<file path="src/rtl/cache_fill_ctrl_if.sv">
// cache_fill_ctrl_if
// Groups every signal between the fill controller and the CPU, the cache
// compare/write port and the memory burst port.
//   master : the controller. It accepts CPU reads (REQ/A_CPU -> ACK/RDATA),
//            drives the cache port (C_WA, C_A, C_WORC, C_CEN, C_D; reads
//            C_Q, C_HIT) and the memory port (M_REQ, M_ADDR; reads
//            M_VALID, M_DATA).
//   slave  : the surrounding system (CPU, cache array, memory).
// Optional macro CACHE_FILL_STATS_EN adds HIT_CNT / MISS_CNT.
interface cache_fill_ctrl_if;
    logic         REQ;
    logic [15:0]  A_CPU;
    logic         ACK;
    logic [31:0]  RDATA;
    logic [5:0]   C_WA;
    logic [15:0]  C_A;
    logic         C_WORC;
    logic         C_CEN;
    logic [127:0] C_D;
    logic [127:0] C_Q;
    logic         C_HIT;
    logic         M_REQ;
    logic [15:0]  M_ADDR;
    logic         M_VALID;
    logic [31:0]  M_DATA;
`ifdef CACHE_FILL_STATS_EN
    logic [15:0]  HIT_CNT;
    logic [15:0]  MISS_CNT;

    modport master (
        input  REQ, A_CPU, C_Q, C_HIT, M_VALID, M_DATA,
        output ACK, RDATA, C_WA, C_A, C_WORC, C_CEN, C_D, M_REQ, M_ADDR,
        output HIT_CNT, MISS_CNT
    );
    modport slave (
        output REQ, A_CPU, C_Q, C_HIT, M_VALID, M_DATA,
        input  ACK, RDATA, C_WA, C_A, C_WORC, C_CEN, C_D, M_REQ, M_ADDR,
        input  HIT_CNT, MISS_CNT
    );
`else
    modport master (
        input  REQ, A_CPU, C_Q, C_HIT, M_VALID, M_DATA,
        output ACK, RDATA, C_WA, C_A, C_WORC, C_CEN, C_D, M_REQ, M_ADDR
    );
    modport slave (
        output REQ, A_CPU, C_Q, C_HIT, M_VALID, M_DATA,
        input  ACK, RDATA, C_WA, C_A, C_WORC, C_CEN, C_D, M_REQ, M_ADDR
    );
`endif
endinterface

</file>
<file path="src/rtl/cache_fill_ctrl.sv">
// cache_fill_ctrl
// CPU-side read controller for a 64-line x 128-bit direct-mapped cache.
// A read is looked up through the cache compare port; a hit returns the
// addressed word, a miss fetches the line as a 4-beat memory burst, writes
// it into the cache and then returns the word.
// Ports:
//   CLK  - clock, rising edge
//   RST  - synchronous active-high reset
//   bus  - cache_fill_ctrl_if.master (CPU, cache and memory signals)
// Optional macro CACHE_FILL_STATS_EN adds saturating HIT_CNT / MISS_CNT.
// All outputs are registered; each state's actions take effect on the
// clock edge at which that state is current.
module cache_fill_ctrl (
    input  logic              CLK,
    input  logic              RST,
    cache_fill_ctrl_if.master bus
);
    typedef enum logic [2:0] {IDLE, LOOKUP, CHECK, FILL, WRITE, RESP} state_t;

    state_t       state;
    logic [15:0]  addr_q;
    logic [1:0]   cnt;
    logic [127:0] line_q;
    logic         ack_q;
    logic [31:0]  rdata_q;
    logic [5:0]   c_wa_q;
    logic [15:0]  c_a_q;
    logic         c_worc_q;
    logic         c_cen_q;
    logic [127:0] c_d_q;
    logic         m_req_q;
    logic [15:0]  m_addr_q;
`ifdef CACHE_FILL_STATS_EN
    logic [15:0]  hit_cnt_q;
    logic [15:0]  miss_cnt_q;
`endif

    function automatic logic [31:0] word_sel(input logic [127:0] line, input logic [1:0] sel);
        return line[{sel, 5'b0} +: 32];
    endfunction

    function automatic logic [15:0] sat_inc(input logic [15:0] v);
        return (v == 16'hFFFF) ? v : v + 16'd1;
    endfunction

    always_ff @(posedge CLK) begin
        if (RST) begin
            state    <= IDLE;
            addr_q   <= 16'd0;
            cnt      <= 2'd0;
            ack_q    <= 1'b0;
            rdata_q  <= 32'd0;
            c_wa_q   <= 6'd0;
            c_a_q    <= 16'd0;
            c_worc_q <= 1'b1;
            c_cen_q  <= 1'b1;
            c_d_q    <= 128'd0;
            m_req_q  <= 1'b0;
            m_addr_q <= 16'd0;
`ifdef CACHE_FILL_STATS_EN
            hit_cnt_q  <= 16'd0;
            miss_cnt_q <= 16'd0;
`endif
        end else begin
            case (state)
                IDLE: begin
                    ack_q   <= 1'b0;
                    c_cen_q <= 1'b1;
                    // ack_q is still high in the cycle after RESP, which
                    // blocks re-accepting a REQ the CPU has not yet dropped.
                    if (bus.REQ && !ack_q) begin
                        addr_q <= bus.A_CPU;
                        state  <= LOOKUP;
                    end
                end
                LOOKUP: begin
                    c_cen_q  <= 1'b0;
                    c_worc_q <= 1'b1;
                    c_wa_q   <= addr_q[7:2];
                    c_a_q    <= addr_q;
                    state    <= CHECK;
                end
                CHECK: begin
                    c_cen_q <= 1'b1;
                    if (bus.C_HIT) begin
                        rdata_q <= word_sel(bus.C_Q, addr_q[1:0]);
                        state   <= RESP;
`ifdef CACHE_FILL_STATS_EN
                        hit_cnt_q <= sat_inc(hit_cnt_q);
`endif
                    end else begin
                        cnt      <= 2'd0;
                        m_addr_q <= {addr_q[15:2], 2'b00};
                        state    <= FILL;
`ifdef CACHE_FILL_STATS_EN
                        miss_cnt_q <= sat_inc(miss_cnt_q);
`endif
                    end
                end
                FILL: begin
                    // Request stays up only until the first beat is taken;
                    // cnt is nonzero from then on until the line completes.
                    m_req_q <= (cnt == 2'd0) && !bus.M_VALID;
                    if (bus.M_VALID) begin
                        line_q[{cnt, 5'b0} +: 32] <= bus.M_DATA;
                        cnt <= cnt + 2'd1;
                        if (cnt == 2'd3) begin
                            state <= WRITE;
                        end
                    end
                end
                WRITE: begin
                    c_cen_q  <= 1'b0;
                    c_worc_q <= 1'b0;
                    c_wa_q   <= addr_q[7:2];
                    c_a_q    <= addr_q;
                    c_d_q    <= line_q;
                    rdata_q  <= word_sel(line_q, addr_q[1:0]);
                    m_req_q  <= 1'b0;
                    state    <= RESP;
                end
                RESP: begin
                    c_cen_q  <= 1'b1;
                    c_worc_q <= 1'b1;
                    ack_q    <= 1'b1;
                    state    <= IDLE;
                end
                default: state <= IDLE;
            endcase
        end
    end

    assign bus.ACK    = ack_q;
    assign bus.RDATA  = rdata_q;
    assign bus.C_WA   = c_wa_q;
    assign bus.C_A    = c_a_q;
    assign bus.C_WORC = c_worc_q;
    assign bus.C_CEN  = c_cen_q;
    assign bus.C_D    = c_d_q;
    assign bus.M_REQ  = m_req_q;
    assign bus.M_ADDR = m_addr_q;
`ifdef CACHE_FILL_STATS_EN
    assign bus.HIT_CNT  = hit_cnt_q;
    assign bus.MISS_CNT = miss_cnt_q;
`endif
endmodule

</file>
<file path="src/flat_wrapper.sv">
// flat-port wrapper written by rule: the top's interface ports become plain ports
module cache_fill_ctrl_flat 
  (CLK, RST, bus_REQ, bus_A_CPU, bus_C_Q, bus_C_HIT, bus_M_VALID, bus_M_DATA, bus_ACK, bus_RDATA, bus_C_WA, bus_C_A, bus_C_WORC, bus_C_CEN, bus_C_D, bus_M_REQ, bus_M_ADDR);
  cache_fill_ctrl_if bus_i ();
  input  logic CLK;
  input  logic RST;
  input wire logic [$bits(bus_i.REQ)-1:0] bus_REQ;
  input wire logic [$bits(bus_i.A_CPU)-1:0] bus_A_CPU;
  input wire logic [$bits(bus_i.C_Q)-1:0] bus_C_Q;
  input wire logic [$bits(bus_i.C_HIT)-1:0] bus_C_HIT;
  input wire logic [$bits(bus_i.M_VALID)-1:0] bus_M_VALID;
  input wire logic [$bits(bus_i.M_DATA)-1:0] bus_M_DATA;
  output wire logic [$bits(bus_i.ACK)-1:0] bus_ACK;
  output wire logic [$bits(bus_i.RDATA)-1:0] bus_RDATA;
  output wire logic [$bits(bus_i.C_WA)-1:0] bus_C_WA;
  output wire logic [$bits(bus_i.C_A)-1:0] bus_C_A;
  output wire logic [$bits(bus_i.C_WORC)-1:0] bus_C_WORC;
  output wire logic [$bits(bus_i.C_CEN)-1:0] bus_C_CEN;
  output wire logic [$bits(bus_i.C_D)-1:0] bus_C_D;
  output wire logic [$bits(bus_i.M_REQ)-1:0] bus_M_REQ;
  output wire logic [$bits(bus_i.M_ADDR)-1:0] bus_M_ADDR;
  assign bus_i.REQ = bus_REQ;
  assign bus_i.A_CPU = bus_A_CPU;
  assign bus_i.C_Q = bus_C_Q;
  assign bus_i.C_HIT = bus_C_HIT;
  assign bus_i.M_VALID = bus_M_VALID;
  assign bus_i.M_DATA = bus_M_DATA;
  assign bus_ACK = bus_i.ACK;
  assign bus_RDATA = bus_i.RDATA;
  assign bus_C_WA = bus_i.C_WA;
  assign bus_C_A = bus_i.C_A;
  assign bus_C_WORC = bus_i.C_WORC;
  assign bus_C_CEN = bus_i.C_CEN;
  assign bus_C_D = bus_i.C_D;
  assign bus_M_REQ = bus_i.M_REQ;
  assign bus_M_ADDR = bus_i.M_ADDR;
  cache_fill_ctrl u_core (.CLK(CLK), .RST(RST), .bus(bus_i));
endmodule
</file>
<file path="config.mk">
export PLATFORM = sky130hd
export DESIGN_NAME = cache_fill_ctrl_flat
export DESIGN_NICKNAME = d
export VERILOG_FILES = /design/src/rtl/cache_fill_ctrl_if.sv /design/src/rtl/cache_fill_ctrl.sv /design/src/flat_wrapper.sv
export SDC_FILE = /design/constraint.sdc
export NUM_CORES = 1
export LEC_CHECK = 0
export BUFFER_PORTS_ARGS = -buffer_cell sky130_fd_sc_hd__clkbuf_2
export CORE_MARGIN = 2
export CORE_UTILIZATION = 45
export CTS_BUF_LIST = sky130_fd_sc_hd__clkbuf_16
export DETAILED_ROUTE_END_ITERATION = 16
export PLACE_DENSITY_LB_ADDON = 0.1
export SKIP_CTS_REPAIR_TIMING = 1
export SLEW_MARGIN = 20
export SYNTH_ARGS = -nofsm -noshare
export SYNTH_HDL_FRONTEND = slang
export SYNTH_SLANG_ARGS = --single-unit
</file>
<file path="constraint.sdc">
create_clock -name CLK -period 2.4 [get_ports CLK]
set_input_delay 0.24 -clock CLK [delete_from_list [all_inputs] [get_ports CLK]]
set_output_delay 0.24 -clock CLK [all_outputs]
set_load 0.1 [all_outputs]
</file>
* After elaboration in Yosys (flattened, before gate mapping)
Index checks and enable logic that the tools add are counted.
Cells by class: $add $sub $neg 2, eq/ne operators 11, shift operators 4, multiplexer cells 15, bitwise logic cells 2, reductions and logical operators 21
Operators with widths (count):
- $shiftx A128 B8 Y32 | 2
- $bwmux W128 | 1
- $shift A32 B9 Y128 const A | 1
- $shiftx A32 B9 Y128 | 1
- $pmux W32 S2 | 1
- $mux W32 | 1
- $pmux W3 S5 | 1
- $mux W3 | 4
- $reduce_bool A2 Y1 | 6
- $neg A7 Y9 | 1
- $reduce_and A3 Y1 | 3
- $pmux W1 S2 | 4
- $eq A3 B2 Y1 const B | 2
- $eq A3 B3 Y1 const B | 2
- $ne A2 B2 Y1 const B | 3
- $reduce_and A2 Y1 | 3
- $mux W2 | 2
- $ne A2 B1 Y1 const B | 2
- $pmux W2 S2 | 1
- $reduce_or A2 Y1 | 2
- $eq A3 B1 Y1 const B | 1
- $logic_not A3 Y1 | 1
- $reduce_or A3 Y1 | 1
- $add A2 B1 Y2 const B | 1
- 5 further kinds | 8
Word-level totals: register bits after elaboration 349, logic and storage cells 68

* Longest topological paths before layout
Gate-level depths: netlist (run 1).
depth in word-level cells 4, depth in mapped cells 8

* Least setup slack after synthesis (run 1)
No wires, ideal clock.
kind register to register, start reg u_core.state[1], end reg u_core.line_q[0], enable pin, library setup time 0.392 ns, arrival time 2.049 ns, required time 2.008 ns, path slack -0.041 ns, cell stages (with the launch flop) 6, path buffers 1, period minus slack after synthesis 2.441 ns, cells stage by stage dfxtp_1 clkbuf_1 and3b_1 nand2_1 nor2_1 and2_1
On the way: word-level cells in the longest chain between the ends 2
Ends and longest elaborated chain:
- start: declaration | line cache_fill_ctrl.sv:20 | state_t state;
- start signal: assignment | line cache_fill_ctrl.sv:48 | state <= IDLE;
- start signal: assignment | line cache_fill_ctrl.sv:73 | state <= LOOKUP;
- start signal: assignment | line cache_fill_ctrl.sv:81 | state <= CHECK;
- $eq A3 B2 Y1 | line cache_fill_ctrl.sv:65 | case (state)
- $reduce_and A3 Y1 (no line)
- end signal: indexed assignment | line cache_fill_ctrl.sv:105 | line_q[{cnt, 5'b0} +: 32] <= bus.M_DATA;
- end: declaration | line cache_fill_ctrl.sv:23 | logic [127:0] line_q;
Every way passes these cells. A chain may end at the register's enable or synchronous reset.

* Final worst setup path (run 1)
start reg u_core.state[1], end reg u_core.line_q[107], enable pin
Same word-level chain as after synthesis.

==> run_summary.xml, run 1 <==
<?xml version="1.0" encoding="UTF-8"?>
<metrics>
  <group name="timing">
    <metric name="hold_ws" unit="ns">-0.00773</metric>
    <metric name="number_of_hold_slack_violations_in_the_final_timing_report" unit="">2</metric>
    <metric name="timing.final.setup_violations" unit="">0</metric>
    <metric name="timing.fmax" unit="MHz">497</metric>
    <metric name="min_period" unit="ns">2.01</metric>
    <metric name="final_min_period_over_clock_period" unit="%">83.8</metric>
    <metric name="finalMaxSlewViolations" unit="">0</metric>
    <metric name="worst_slew_pin_slew" unit="ns">0.721</metric>
    <metric name="final_critical_path_setup_slack" unit="ns">0.389</metric>
    <metric name="setup_repair_after_global_routing_missed_its_margin" unit="">false</metric>
    <metric name="max_transition_margin" unit="%">51.9</metric>
    <metric name="largest_clock_skew_in_the_final_design" unit="ns">0.0118</metric>
    <metric name="tns" unit="ns">0</metric>
  </group>
  <group name="run_status">
    <metric name="violated_checks" unit="">negative hold slack</metric>
    <metric name="run_status" unit="">finished, violations left</metric>
  </group>
  <group name="floorplanning">
    <metric name="core-area" unit="sq um">31400</metric>
    <metric name="die_height" unit="um">182</metric>
    <metric name="design.die.area" unit="sq um">33100</metric>
    <metric name="fp.dieW" unit="um">182</metric>
    <metric name="initial_utilization" unit="%">45.4</metric>
    <metric name="pin_count" unit="">383</metric>
    <metric name="fp-row-count" unit="">65</metric>
  </group>
  <group name="worst_hold_path">
    <metric name="hold_start" unit="">bus_A_CPU[13]</metric>
    <metric name="min_path_type" unit="">primary input to flop</metric>
    <metric name="holdPathStages" unit="">3</metric>
    <metric name="hold_path_end" unit="">u_core.addr_q[13]$_SDFFE_PP0P_</metric>
  </group>
  <group name="logic_synthesis">
    <metric name="synth.yosys.warnings" unit="">0</metric>
    <metric name="seq_area_frac_synth" unit="%">57.1</metric>
    <metric name="yosys.cell_types.count" unit="">38</metric>
    <metric name="cell_count_after_synthesis" unit="">1312</metric>
    <metric name="yosysTopAreaCellShare" unit="%">30.2</metric>
    <metric name="post_synth_instance_area" unit="sq um">14300</metric>
    <metric name="synth_area_leader_cell" unit="">dfxtp_1</metric>
    <metric name="yosys-top-cells-area" unit="">dfxtp_1, edfxtp_1, mux4_2</metric>
    <metric name="ys_ff_latch" unit="">343</metric>
    <metric name="synthesis.area_per_instance" unit="sq um">10.9</metric>
  </group>
  <group name="clocking">
    <metric name="ctsHtreeMaxLevel" unit="">2</metric>
    <metric name="cts_num_sinks" unit="">343</metric>
    <metric name="cts_root_buffer" unit="">clkbuf_16</metric>
    <metric name="tritoncts" unit="">yes</metric>
    <metric name="clock_tree_buffer_depth" unit="">3</metric>
    <metric name="clk_pin_slew" unit="ns">0.06</metric>
    <metric name="numCtsBuffers" unit="">37</metric>
    <metric name="clk_latency" unit="ns">0.51</metric>
  </group>
  <group name="finish">
    <metric name="num-nets-final" unit="">1873</metric>
    <metric name="mostFrequentLayoutCell" unit="">clkbuf_2</metric>
    <metric name="final_layout_size_suffix_gt1_share" unit="%">32.1</metric>
    <metric name="final_cell_area" unit="sq um">18100</metric>
    <metric name="most-common-layout-cells" unit="">clkbuf_2, nand2_1, dfxtp_1</metric>
    <metric name="final-instance-count-excl-fill" unit="">2119</metric>
    <metric name="fillCellCount" unit="">2798</metric>
    <metric name="area_delta_synth_final" unit="%">26.6</metric>
  </group>
  <group name="setup_path">
    <metric name="reg2reg_from" unit="">u_core.state[1]$_SDFFE_PP0P_</metric>
    <metric name="worst-r2r-setup-slack" unit="ns">0.39</metric>
    <metric name="critical-path-max-stage-delay" unit="ns">0.50</metric>
    <metric name="timing.critical_path.arrival" unit="ns">2.22</metric>
    <metric name="crit-reg2reg-capture" unit="">u_core.line_q[107]$_DFFE_PP_</metric>
    <metric name="crit_path_max_fanout" unit="">20</metric>
    <metric name="endpoint_kind" unit="">flop</metric>
    <metric name="timing_worst_setup_path_type" unit="">flop to flop</metric>
    <metric name="crit_chain" unit="">and3b_1, nand2_1, nor2_1, and2_2, buf_12</metric>
    <metric name="worstSetupStartpointType" unit="">flop</metric>
    <metric name="timing.reg2reg.worst_path_depth" unit="">5</metric>
    <metric name="worst_ep_required_time" unit="ns">2.61</metric>
    <metric name="cpMaxStageDelayCell" unit="">dfxtp_1</metric>
  </group>
  <group name="grt">
    <metric name="grt_start_max_net_pins" unit="">110</metric>
    <metric name="globalRouteTotalUtil" unit="%">26.3</metric>
    <metric name="via_count_of_the_first_global_routing_pass" unit="">10600</metric>
    <metric name="gr-total-overflow" unit="">0</metric>
    <metric name="wire_length_of_the_first_global_routing_pass" unit="um">65300</metric>
    <metric name="antenna_violations_before_repair" unit="">3</metric>
  </group>
  <group name="placed_design">
    <metric name="place.gp.congestion" unit="">0.874</metric>
    <metric name="dpl_worst_slack" unit="ns">0.436</metric>
    <metric name="dpl.cell_count" unit="">2035</metric>
    <metric name="detailedPlacementHpwl" unit="um">32400</metric>
    <metric name="place_area" unit="sq um">16700</metric>
    <metric name="placement.io_buffers" unit="">380</metric>
  </group>
  <group name="route">
    <metric name="firstDrtPassIters" unit="">5</metric>
    <metric name="detail_route.drc_violations" unit="">0</metric>
    <metric name="first_iter_violations" unit="">799</metric>
    <metric name="remaining_antenna_violation_count_after_routing" unit="">0</metric>
    <metric name="wl_per_cell" unit="um">21.0</metric>
    <metric name="vias" unit="">11200</metric>
    <metric name="viasPerCell" unit="">5.28</metric>
    <metric name="totalWireLength" unit="um">44600</metric>
  </group>
  <group name="pwr">
    <metric name="ir_worst_vdd" unit="mV">0.441</metric>
    <metric name="power.density" unit="nW/um^2">804</metric>
    <metric name="total_leakage_power" unit="uW">0.00691</metric>
  </group>
  <group name="run">
    <metric name="max-cap-violations" unit="">0</metric>
  </group>
</metrics>
## logic make-up after synthesis
kind of cell,after synthesis,share of synthesized area [%]
simple gates,532,16.8
flops,343,57.1
compound gates,209,8.05
mux,112,13.5
buf+inv,108,3.88
fa+ha+maj,6,0.526
other cells,1,0.0263
xor+xnor,1,0.0614
## sequential cells by signal (all words and copies together) (netlist names)
name / flops
u_core.bus.C_D: 128
u_core.line_q: 128
u_core.bus.RDATA: 32
u_core.addr_q: 16
u_core.bus.C_A: 16
u_core.bus.M_ADDR: 14
u_core.state: 3
u_core.cnt: 2
u_core.bus.ACK: 1
u_core.bus.C_CEN: 1
u_core.bus.C_WORC: 1
u_core.bus.M_REQ: 1
## synthesized netlist by cell type (all sizes together)
master  count
or4         1
a211oi     33
nor3b       1
xnor2       1
a21o        1
nor2       54
nor4        1
and3        1
nor2b       1
mux2i      48
or2         1
nor4b       1
edfxtp    128
clkbuf     53
nand2     323
nand3b      1
conb        1
nor3        4
a211o       2
and2      132
o21ai       5
or3         1
buf        52
and3b       1
dfxtp     215
nand3       4
mux4       64
ha          6
a31oi       1
a21oi     165
o21bai      1
a21boi      1
inv         3
nand2b      5
## power by group
group	switching (uW)	internal (uW)
combinational	1900	715
clock	2260	3320
sequential	126	6190
## stage by stage
step | utilization, % | hold slack [ns] | power [uW]
after floorplan | - | 0.376 | 8340
after global placement | 53.3 | 0.441 | 9020
after detailed placement | 53.3 | 0.445 | 9040
after CTS | 57.0 | -0.0670 | 14600
after global routing | 57.5 | 0.00531 | 15000
final | 57.5 | -0.00773 | 14500
## worst max-delay path by stage
stage / startpoint / end / slack, ns
after floorplan: u_core.state[1]$_SDFFE_PP0P_ / u_core.line_q[0]$_DFFE_PP_ / 0.29
after global placement: u_core.state[1]$_SDFFE_PP0P_ / u_core.line_q[108]$_DFFE_PP_ / 0.46
after detailed placement: u_core.state[1]$_SDFFE_PP0P_ / u_core.line_q[108]$_DFFE_PP_ / 0.44
after CTS: u_core.state[1]$_SDFFE_PP0P_ / u_core.line_q[108]$_DFFE_PP_ / 0.42
after global routing: u_core.state[1]$_SDFFE_PP0P_ / u_core.line_q[117]$_DFFE_PP_ / 0.27
final: u_core.state[1]$_SDFFE_PP0P_ / u_core.line_q[107]$_DFFE_PP_ / 0.39
## layer usage
layer / routed length, um / track usage [%] / vias to the layer above
met5: 0 / 0 / -
met3: 3730 / 5.21 / 66
met4: 1160 / 7.97 / 0
met1: 20200 / 39.2 / 5382
met2: 19500 / 38.7 / 477
li1: - / - / 5268
## area by class of cell
type | instances | area (sq um) | share of cell area (%)
Inverter | 3 | 11.3 | 0.0624
Sequential cell | 343 | 8150 | 45.1
Antenna cell | 6 | 15.0 | 0.0831
Timing Repair Buffer | 439 | 2610 | 14.5
Multi-Input combinational cell | 862 | 5600 | 31.0
Tap cell | 402 | 503 | 2.79
Clock inverter | 27 | 240 | 1.33
Clock buffer | 37 | 926 | 5.13
## worst max-delay path, delay by kind of cell, from the launching register on
family        cells  cell delay (ns)
simple gates      4             1.00
flops             1             0.50
buf+inv           1             0.21
No activity file was read; power rests on OpenSTA's default activity.
==> run 2, diff against run 1 <==
clock period = 1.9 ns   (was 2.4 ns; I/O delays follow)
==> run_summary.xml, run 2 (synthesized netlist as in run 1, its figures left out) <==
<?xml version="1.0" encoding="UTF-8"?>
<metrics>
  <group name="run_status">
    <metric name="violated_checks" unit="">negative hold slack</metric>
    <metric name="run_status" unit="">finished, violations left</metric>
  </group>
  <group name="setup_path">
    <metric name="worstSetupStartpoint" unit="">u_core.cnt[1]$_SDFFE_PP0P_</metric>
    <metric name="crit-reg2reg-capture" unit="">u_core.line_q[73]$_DFFE_PP_</metric>
    <metric name="endpoint_kind" unit="">flop</metric>
    <metric name="timing.critical_path.arrival" unit="ns">2.23</metric>
    <metric name="worstSetupStartpointType" unit="">flop</metric>
    <metric name="worst-r2r-setup-slack" unit="ns">0.07</metric>
    <metric name="timing.reg2reg.worst_path_depth" unit="">7</metric>
    <metric name="crit_end" unit="">u_core.line_q[73]$_DFFE_PP_</metric>
    <metric name="reg2reg_from" unit="">u_core.cnt[1]$_SDFFE_PP0P_</metric>
    <metric name="timing_worst_setup_path_type" unit="">flop to flop</metric>
    <metric name="crit_path_max_fanout" unit="">22</metric>
    <metric name="worst_ep_required_time" unit="ns">2.30</metric>
  </group>
  <group name="timing">
    <metric name="setup_repair_after_global_routing_missed_its_margin" unit="">true</metric>
    <metric name="tns" unit="ns">0</metric>
    <metric name="finalMaxSlewViolations" unit="">0</metric>
    <metric name="largest_clock_skew_in_the_final_design" unit="ns">0.0263</metric>
    <metric name="min_period" unit="ns">1.83</metric>
    <metric name="final_critical_path_setup_slack" unit="ns">0.0682</metric>
    <metric name="timing.final.setup_violations" unit="">0</metric>
    <metric name="number_of_hold_slack_violations_in_the_final_timing_report" unit="">1</metric>
    <metric name="final_min_period_over_clock_period" unit="%">96.4</metric>
    <metric name="worst_slew_pin_slew" unit="ns">0.758</metric>
    <metric name="max_transition_margin" unit="%">49.1</metric>
    <metric name="hold_ws" unit="ns">-0.00352</metric>
    <metric name="timing.fmax" unit="MHz">546</metric>
  </group>
  <group name="finish">
    <metric name="final_layout_size_suffix_gt1_share" unit="%">33.2</metric>
    <metric name="num-nets-final" unit="">1895</metric>
    <metric name="most-common-layout-cells" unit="">clkbuf_2, nand2_1, dfxtp_1</metric>
    <metric name="mostFrequentLayoutCell" unit="">clkbuf_2</metric>
    <metric name="final_cell_area" unit="sq um">18500</metric>
    <metric name="area_delta_synth_final" unit="%">29.5</metric>
    <metric name="final_core_util" unit="%">58.8</metric>
  </group>
  <group name="route">
    <metric name="first_iter_violations" unit="">1032</metric>
    <metric name="wl_per_cell" unit="um">21.5</metric>
    <metric name="firstDrtPassIters" unit="">5</metric>
    <metric name="viasPerCell" unit="">5.36</metric>
    <metric name="totalWireLength" unit="um">46000</metric>
    <metric name="remaining_antenna_violation_count_after_routing" unit="">0</metric>
    <metric name="vias" unit="">11500</metric>
    <metric name="detail_route.drc_violations" unit="">0</metric>
  </group>
  <group name="clocking">
    <metric name="ctsHtreeMaxLevel" unit="">2</metric>
    <metric name="cts_root_buffer" unit="">clkbuf_16</metric>
    <metric name="clk_pin_slew" unit="ns">0.06</metric>
    <metric name="numCtsBuffers" unit="">39</metric>
    <metric name="clock_tree_buffer_depth" unit="">3</metric>
    <metric name="clk_latency" unit="ns">0.54</metric>
    <metric name="tritoncts" unit="">yes</metric>
    <metric name="cts_num_sinks" unit="">343</metric>
  </group>
  <group name="worst_hold_path">
    <metric name="holdPathStages" unit="">3</metric>
    <metric name="min_path_type" unit="">primary input to flop</metric>
  </group>
  <group name="run">
    <metric name="max-cap-violations" unit="">0</metric>
  </group>
  <group name="placed_design">
    <metric name="dpl_worst_slack" unit="ns">-0.0922</metric>
    <metric name="place_area" unit="sq um">16800</metric>
    <metric name="placement.io_buffers" unit="">380</metric>
    <metric name="detailedPlacementHpwl" unit="um">32900</metric>
    <metric name="place.gp.congestion" unit="">0.845</metric>
  </group>
  <group name="floorplanning">
    <metric name="die_height" unit="um">182</metric>
    <metric name="initial_utilization" unit="%">45.4</metric>
    <metric name="pin_count" unit="">383</metric>
    <metric name="design.die.area" unit="sq um">33100</metric>
    <metric name="core-area" unit="sq um">31400</metric>
    <metric name="fp.dieW" unit="um">182</metric>
    <metric name="fp-row-count" unit="">65</metric>
  </group>
  <group name="pwr">
    <metric name="ir_worst_vdd" unit="mV">0.583</metric>
    <metric name="power.density" unit="nW/um^2">1030</metric>
    <metric name="total_leakage_power" unit="uW">0.00711</metric>
  </group>
  <group name="grt">
    <metric name="antenna_violations_before_repair" unit="">4</metric>
    <metric name="globalRouteTotalUtil" unit="%">26.8</metric>
    <metric name="gr-total-overflow" unit="">0</metric>
    <metric name="wire_length_of_the_first_global_routing_pass" unit="um">66800</metric>
    <metric name="grt_start_max_net_pins" unit="">88</metric>
    <metric name="via_count_of_the_first_global_routing_pass" unit="">10800</metric>
  </group>
</metrics>
## run 2: cell count changes in the layout (fill, tap and decap cells not counted), sizes merged
cell         before  now
bufinv            5    6
buf              46   58
dlygate4sd3      14   19
diode             6    3
clkbuf          416  421
inv              13   17
clkinvlp          1    0
clkinv           11   13
## run 2: area by class of cell
cell class                 instances  area (sq um)
clock buffer                      39           976
inverter                           3          11.3
antenna                            3          7.51
clock inverter                    33           312
multi-input combinational        862          5610
sequential                       343          8160
timing repair buffer             459          2890
tap                              402           503
fill                            2776         12900
## run 2: worst max-delay path, stage by stage, from the launching register on
cell and delay, ns:
dfxtp_1 0.35, inv_1 0.07, buf_4 0.14, ha_1 0.23
buf_4 0.16, nor4b_2 0.35, buf_6 0.24, and2_1 0.15
## run 2: worst min path at each step
stage,slack [ns],to,from
2_1_floorplan,0.33,u_core.addr_q[10]$_SDFFE_PP0P_,bus_A_CPU[10]
3_3_place_gp,0.42,u_core.addr_q[5]$_SDFFE_PP0P_,bus_A_CPU[5]
3_5_place_dp,0.42,u_core.addr_q[11]$_SDFFE_PP0P_,bus_A_CPU[11]
4_1_cts,-0.13,u_core.addr_q[0]$_SDFFE_PP0P_,bus_A_CPU[0]
5_1_grt,0.005,u_core.line_q[68]$_DFFE_PP_,bus_M_DATA[4]
6_report,-0.004,u_core.cnt[1]$_SDFFE_PP0P_,bus_M_VALID
## run 2: metrics by stage
stage,power (uW),cells
global route,19600,2144
global placement,11400,2043
finish,19000,2144
floorplan,10500,1313
CTS,19100,2115
detailed placement,11400,2043
## run 2: routing by layer
layer  wire [um]  vias to the layer above  GRT usage [%]
met5           0                        -              0
met4        1030                        0           7.26
met3        3990                       66           6.34
met2       20300                      533           39.4
met1       20700                     5549           39.6
li1            -                     5336              -
## run 2: where the power goes
group          total, uW  switching [uW]  internal, uW
sequential          7970             154          7820
clock               7650            3090          4570
combinational       3380            2430           953
total              19000            5670         13300
==> run 3, diff against run 2 <==
ABC_AREA = 1   (was default)
MAX_ROUTING_LAYER = met4   (was default)
==> run_summary.xml, run 3 <==
<?xml version="1.0" encoding="UTF-8"?>
<metrics>
  <group name="setup_path">
    <metric name="endpoint_kind" unit="">flop</metric>
    <metric name="timing.reg2reg.worst_path_depth" unit="">7</metric>
    <metric name="timing_worst_setup_path_type" unit="">flop to flop</metric>
    <metric name="crit_top_cell" unit="">nand3_1</metric>
    <metric name="cpMaxStageDelayCell" unit="">dfxtp_4</metric>
    <metric name="worst_ep_required_time" unit="ns">2.37</metric>
    <metric name="timing.critical_path.arrival" unit="ns">2.24</metric>
    <metric name="worstSetupStartpointType" unit="">flop</metric>
    <metric name="critical-path-max-stage-delay" unit="ns">0.44</metric>
    <metric name="crit_path_max_fanout" unit="">128</metric>
    <metric name="crit_chain" unit="">buf_16, nand3_1, nand3_1, nand3_1, nand3_1, nand2_1, inv_1</metric>
  </group>
  <group name="finish">
    <metric name="most-common-layout-cells" unit="">clkbuf_2, nand3_1, nand2_1</metric>
    <metric name="area_delta_synth_final" unit="%">26.6</metric>
    <metric name="final-seq-area" unit="sq um">8160</metric>
    <metric name="multi_input_area" unit="sq um">5200</metric>
    <metric name="num-nets-final" unit="">2295</metric>
    <metric name="mostFrequentLayoutCell" unit="">clkbuf_2</metric>
    <metric name="fillCellCount" unit="">2945</metric>
    <metric name="final_layout_size_suffix_gt1_share" unit="%">24.0</metric>
  </group>
  <group name="logic_synthesis">
    <metric name="synth.yosys.warnings" unit="">0</metric>
    <metric name="yosys-top-cells-area" unit="">dfxtp_1, edfxtp_1, nand3_1</metric>
    <metric name="synth-edff-count" unit="">128</metric>
    <metric name="synthesis.area_per_instance" unit="sq um">8.22</metric>
    <metric name="cell_count_after_synthesis" unit="">1755</metric>
    <metric name="synth.top_cells.by_count" unit="">nand3_1, nand2_1, dfxtp_1</metric>
    <metric name="ys_ff_latch" unit="">343</metric>
    <metric name="yosys.cell_types.count" unit="">25</metric>
    <metric name="synth-main-ff-cell" unit="">dfxtp_1</metric>
    <metric name="post_synth_instance_area" unit="sq um">14400</metric>
    <metric name="seq_area_frac_synth" unit="%">56.5</metric>
    <metric name="yosysTopAreaCellShare" unit="%">29.8</metric>
    <metric name="async_reset_ff_share" unit="%">0</metric>
    <metric name="synth_area_leader_cell" unit="">dfxtp_1</metric>
    <metric name="yosys.cell_count.top_type" unit="">nand3_1</metric>
  </group>
  <group name="floorplanning">
    <metric name="fp.dieW" unit="um">183</metric>
    <metric name="fp-row-count" unit="">65</metric>
    <metric name="design.die.area" unit="sq um">33500</metric>
    <metric name="pin_count" unit="">383</metric>
    <metric name="initial_utilization" unit="%">45.7</metric>
    <metric name="core-area" unit="sq um">31600</metric>
    <metric name="die_height" unit="um">183</metric>
  </group>
  <group name="clocking">
    <metric name="ctsHtreeMaxLevel" unit="">2</metric>
    <metric name="clk_latency" unit="ns">0.52</metric>
    <metric name="numCtsBuffers" unit="">38</metric>
    <metric name="cts_root_buffer" unit="">clkbuf_16</metric>
    <metric name="cts_num_sinks" unit="">343</metric>
    <metric name="clock_tree_buffer_depth" unit="">3</metric>
    <metric name="clk_pin_slew" unit="ns">0.06</metric>
    <metric name="tritoncts" unit="">yes</metric>
  </group>
  <group name="route">
    <metric name="wl_per_cell" unit="um">18.1</metric>
    <metric name="first_iter_violations" unit="">1137</metric>
    <metric name="viasPerCell" unit="">5.32</metric>
    <metric name="totalWireLength" unit="um">46000</metric>
    <metric name="remaining_antenna_violation_count_after_routing" unit="">0</metric>
    <metric name="vias" unit="">13500</metric>
    <metric name="detail_route.drc_violations" unit="">0</metric>
    <metric name="firstDrtPassIters" unit="">5</metric>
  </group>
  <group name="timing">
    <metric name="max_transition_margin" unit="%">54.7</metric>
    <metric name="number_of_hold_slack_violations_in_the_final_timing_report" unit="">0</metric>
    <metric name="final_min_period_over_clock_period" unit="%">93.0</metric>
    <metric name="timing.final.setup_violations" unit="">0</metric>
    <metric name="worst_slew_pin_slew" unit="ns">0.680</metric>
    <metric name="min_period" unit="ns">1.77</metric>
    <metric name="timing.fmax" unit="MHz">566</metric>
    <metric name="tns" unit="ns">0</metric>
    <metric name="finalMaxSlewViolations" unit="">0</metric>
    <metric name="largest_clock_skew_in_the_final_design" unit="ns">0.0163</metric>
    <metric name="setup_repair_after_global_routing_missed_its_margin" unit="">false</metric>
  </group>
  <group name="grt">
    <metric name="grt_start_max_net_pins" unit="">133</metric>
    <metric name="global_route.peak_usage_layer" unit="">met2</metric>
    <metric name="use_met2" unit="%">42.4</metric>
    <metric name="global_route.usage.met3" unit="%">3.89</metric>
    <metric name="wire_length_of_the_first_global_routing_pass" unit="um">69500</metric>
    <metric name="antenna_violations_before_repair" unit="">3</metric>
    <metric name="via_count_of_the_first_global_routing_pass" unit="">12600</metric>
    <metric name="globalRouteTotalUtil" unit="%">27.3</metric>
    <metric name="gr-total-overflow" unit="">0</metric>
    <metric name="met1_usage" unit="%">38.1</metric>
  </group>
  <group name="worst_hold_path">
    <metric name="min_path_type" unit="">primary input to flop</metric>
    <metric name="holdPathStages" unit="">3</metric>
  </group>
  <group name="placed_design">
    <metric name="placement.io_buffers" unit="">380</metric>
    <metric name="detailedPlacementHpwl" unit="um">30800</metric>
    <metric name="place.gp.congestion" unit="">0.863</metric>
  </group>
  <group name="run">
    <metric name="max-cap-violations" unit="">0</metric>
  </group>
  <group name="pwr">
    <metric name="total_leakage_power" unit="uW">0.00826</metric>
    <metric name="ir_worst_vdd" unit="mV">1.06</metric>
    <metric name="design_power_total" unit="uW">23300</metric>
    <metric name="power.density" unit="nW/um^2">1280</metric>
  </group>
  <group name="run_status">
    <metric name="run_status" unit="">finished, final reports clean</metric>
  </group>
</metrics>
[run 3: cell count changes after synthesis, moves of 32 or more]
cell,change
mux4_2,-64
a211oi_1,-32
o21ai_0,+69
inv_1,+119
nor2_1,+114
nand3_1,+353
and2_1,-132
mux2i_1,-48
[run 3: metrics by stage]
stage | instance area [sq um] | setup slack, ns | util, % | hold slack [ns] | std cells
final | 18300 | 0.133 | 57.9 | 0.00878 | 2542
after global routing | 18300 | 0.0263 | 57.9 | 0.00377 | 2542
after CTS | 18000 | 0.0837 | 57.2 | -0.0858 | 2518
after detailed placement | 16900 | 0.0969 | 53.5 | 0.436 | 2449
after global placement | 16900 | 0.117 | 53.5 | 0.433 | 2449
after floorplan | 14400 | -0.285 | - | 0.357 | 1756
[run 3: critical path, delay by kind of cell (launching register included)]
family / cells / cell delay [ns]
flops: 1 / 0.44
simple gates: 5 / 0.77
buf+inv: 2 / 0.46
[run 3: layer usage]
metal	vias to the layer above	wire length [um]	share of wire (%)
li1	6531	-	-
met1	6335	20500	45
met2	592	21200	46
met3	69	3360	7.3
met4	0	947	2.1
met5	-	0	0
[run 3: final cells by class]
cell class | instances | share of cell area [%]
clock inverter | 30 | 0.932
sequential | 343 | 44.7
tap | 402 | 2.75
inverter | 133 | 2.75
antenna | 3 | 0.0411
timing repair buffer | 452 | 15.0
multi-input combinational | 1140 | 28.5
clock buffer | 39 | 5.35
[run 3: worst paths after layout]
kind / from / end / slack [ns]
hold reg to reg: u_core.bus.M_ADDR[5]$_SDFFE_PP0P_ / u_core.bus.M_ADDR[5]$_SDFFE_PP0P_ / 0.44
setup / recovery: u_core.state[2]$_SDFFE_PP0P_ / u_core.bus.RDATA[31]$_SDFFE_PP0P_ / 0.13
hold / removal: bus_M_DATA[3] / u_core.line_q[67]$_DFFE_PP_ / 0.009
setup reg to reg: u_core.state[2]$_SDFFE_PP0P_ / u_core.bus.RDATA[31]$_SDFFE_PP0P_ / 0.13
[run 3: logic make-up after synthesis]
logic type,share of synthesized area [%]
AOI/OAI and AO/OA,8.15
adders and majority gates,0.521
buffers and inverters,7.90
DFF,56.5
other,0.0260
and+or+nand+nor,26.9
[run 3: power breakdown]
group	internal, uW	switching [uW]	leakage, uW	total, uW
clock network	3870	3000	0.000605	6860
logic	1620	6290	0.00466	7910
registers	8170	374	0.00299	8550
total	13700	9660	0.00826	23300
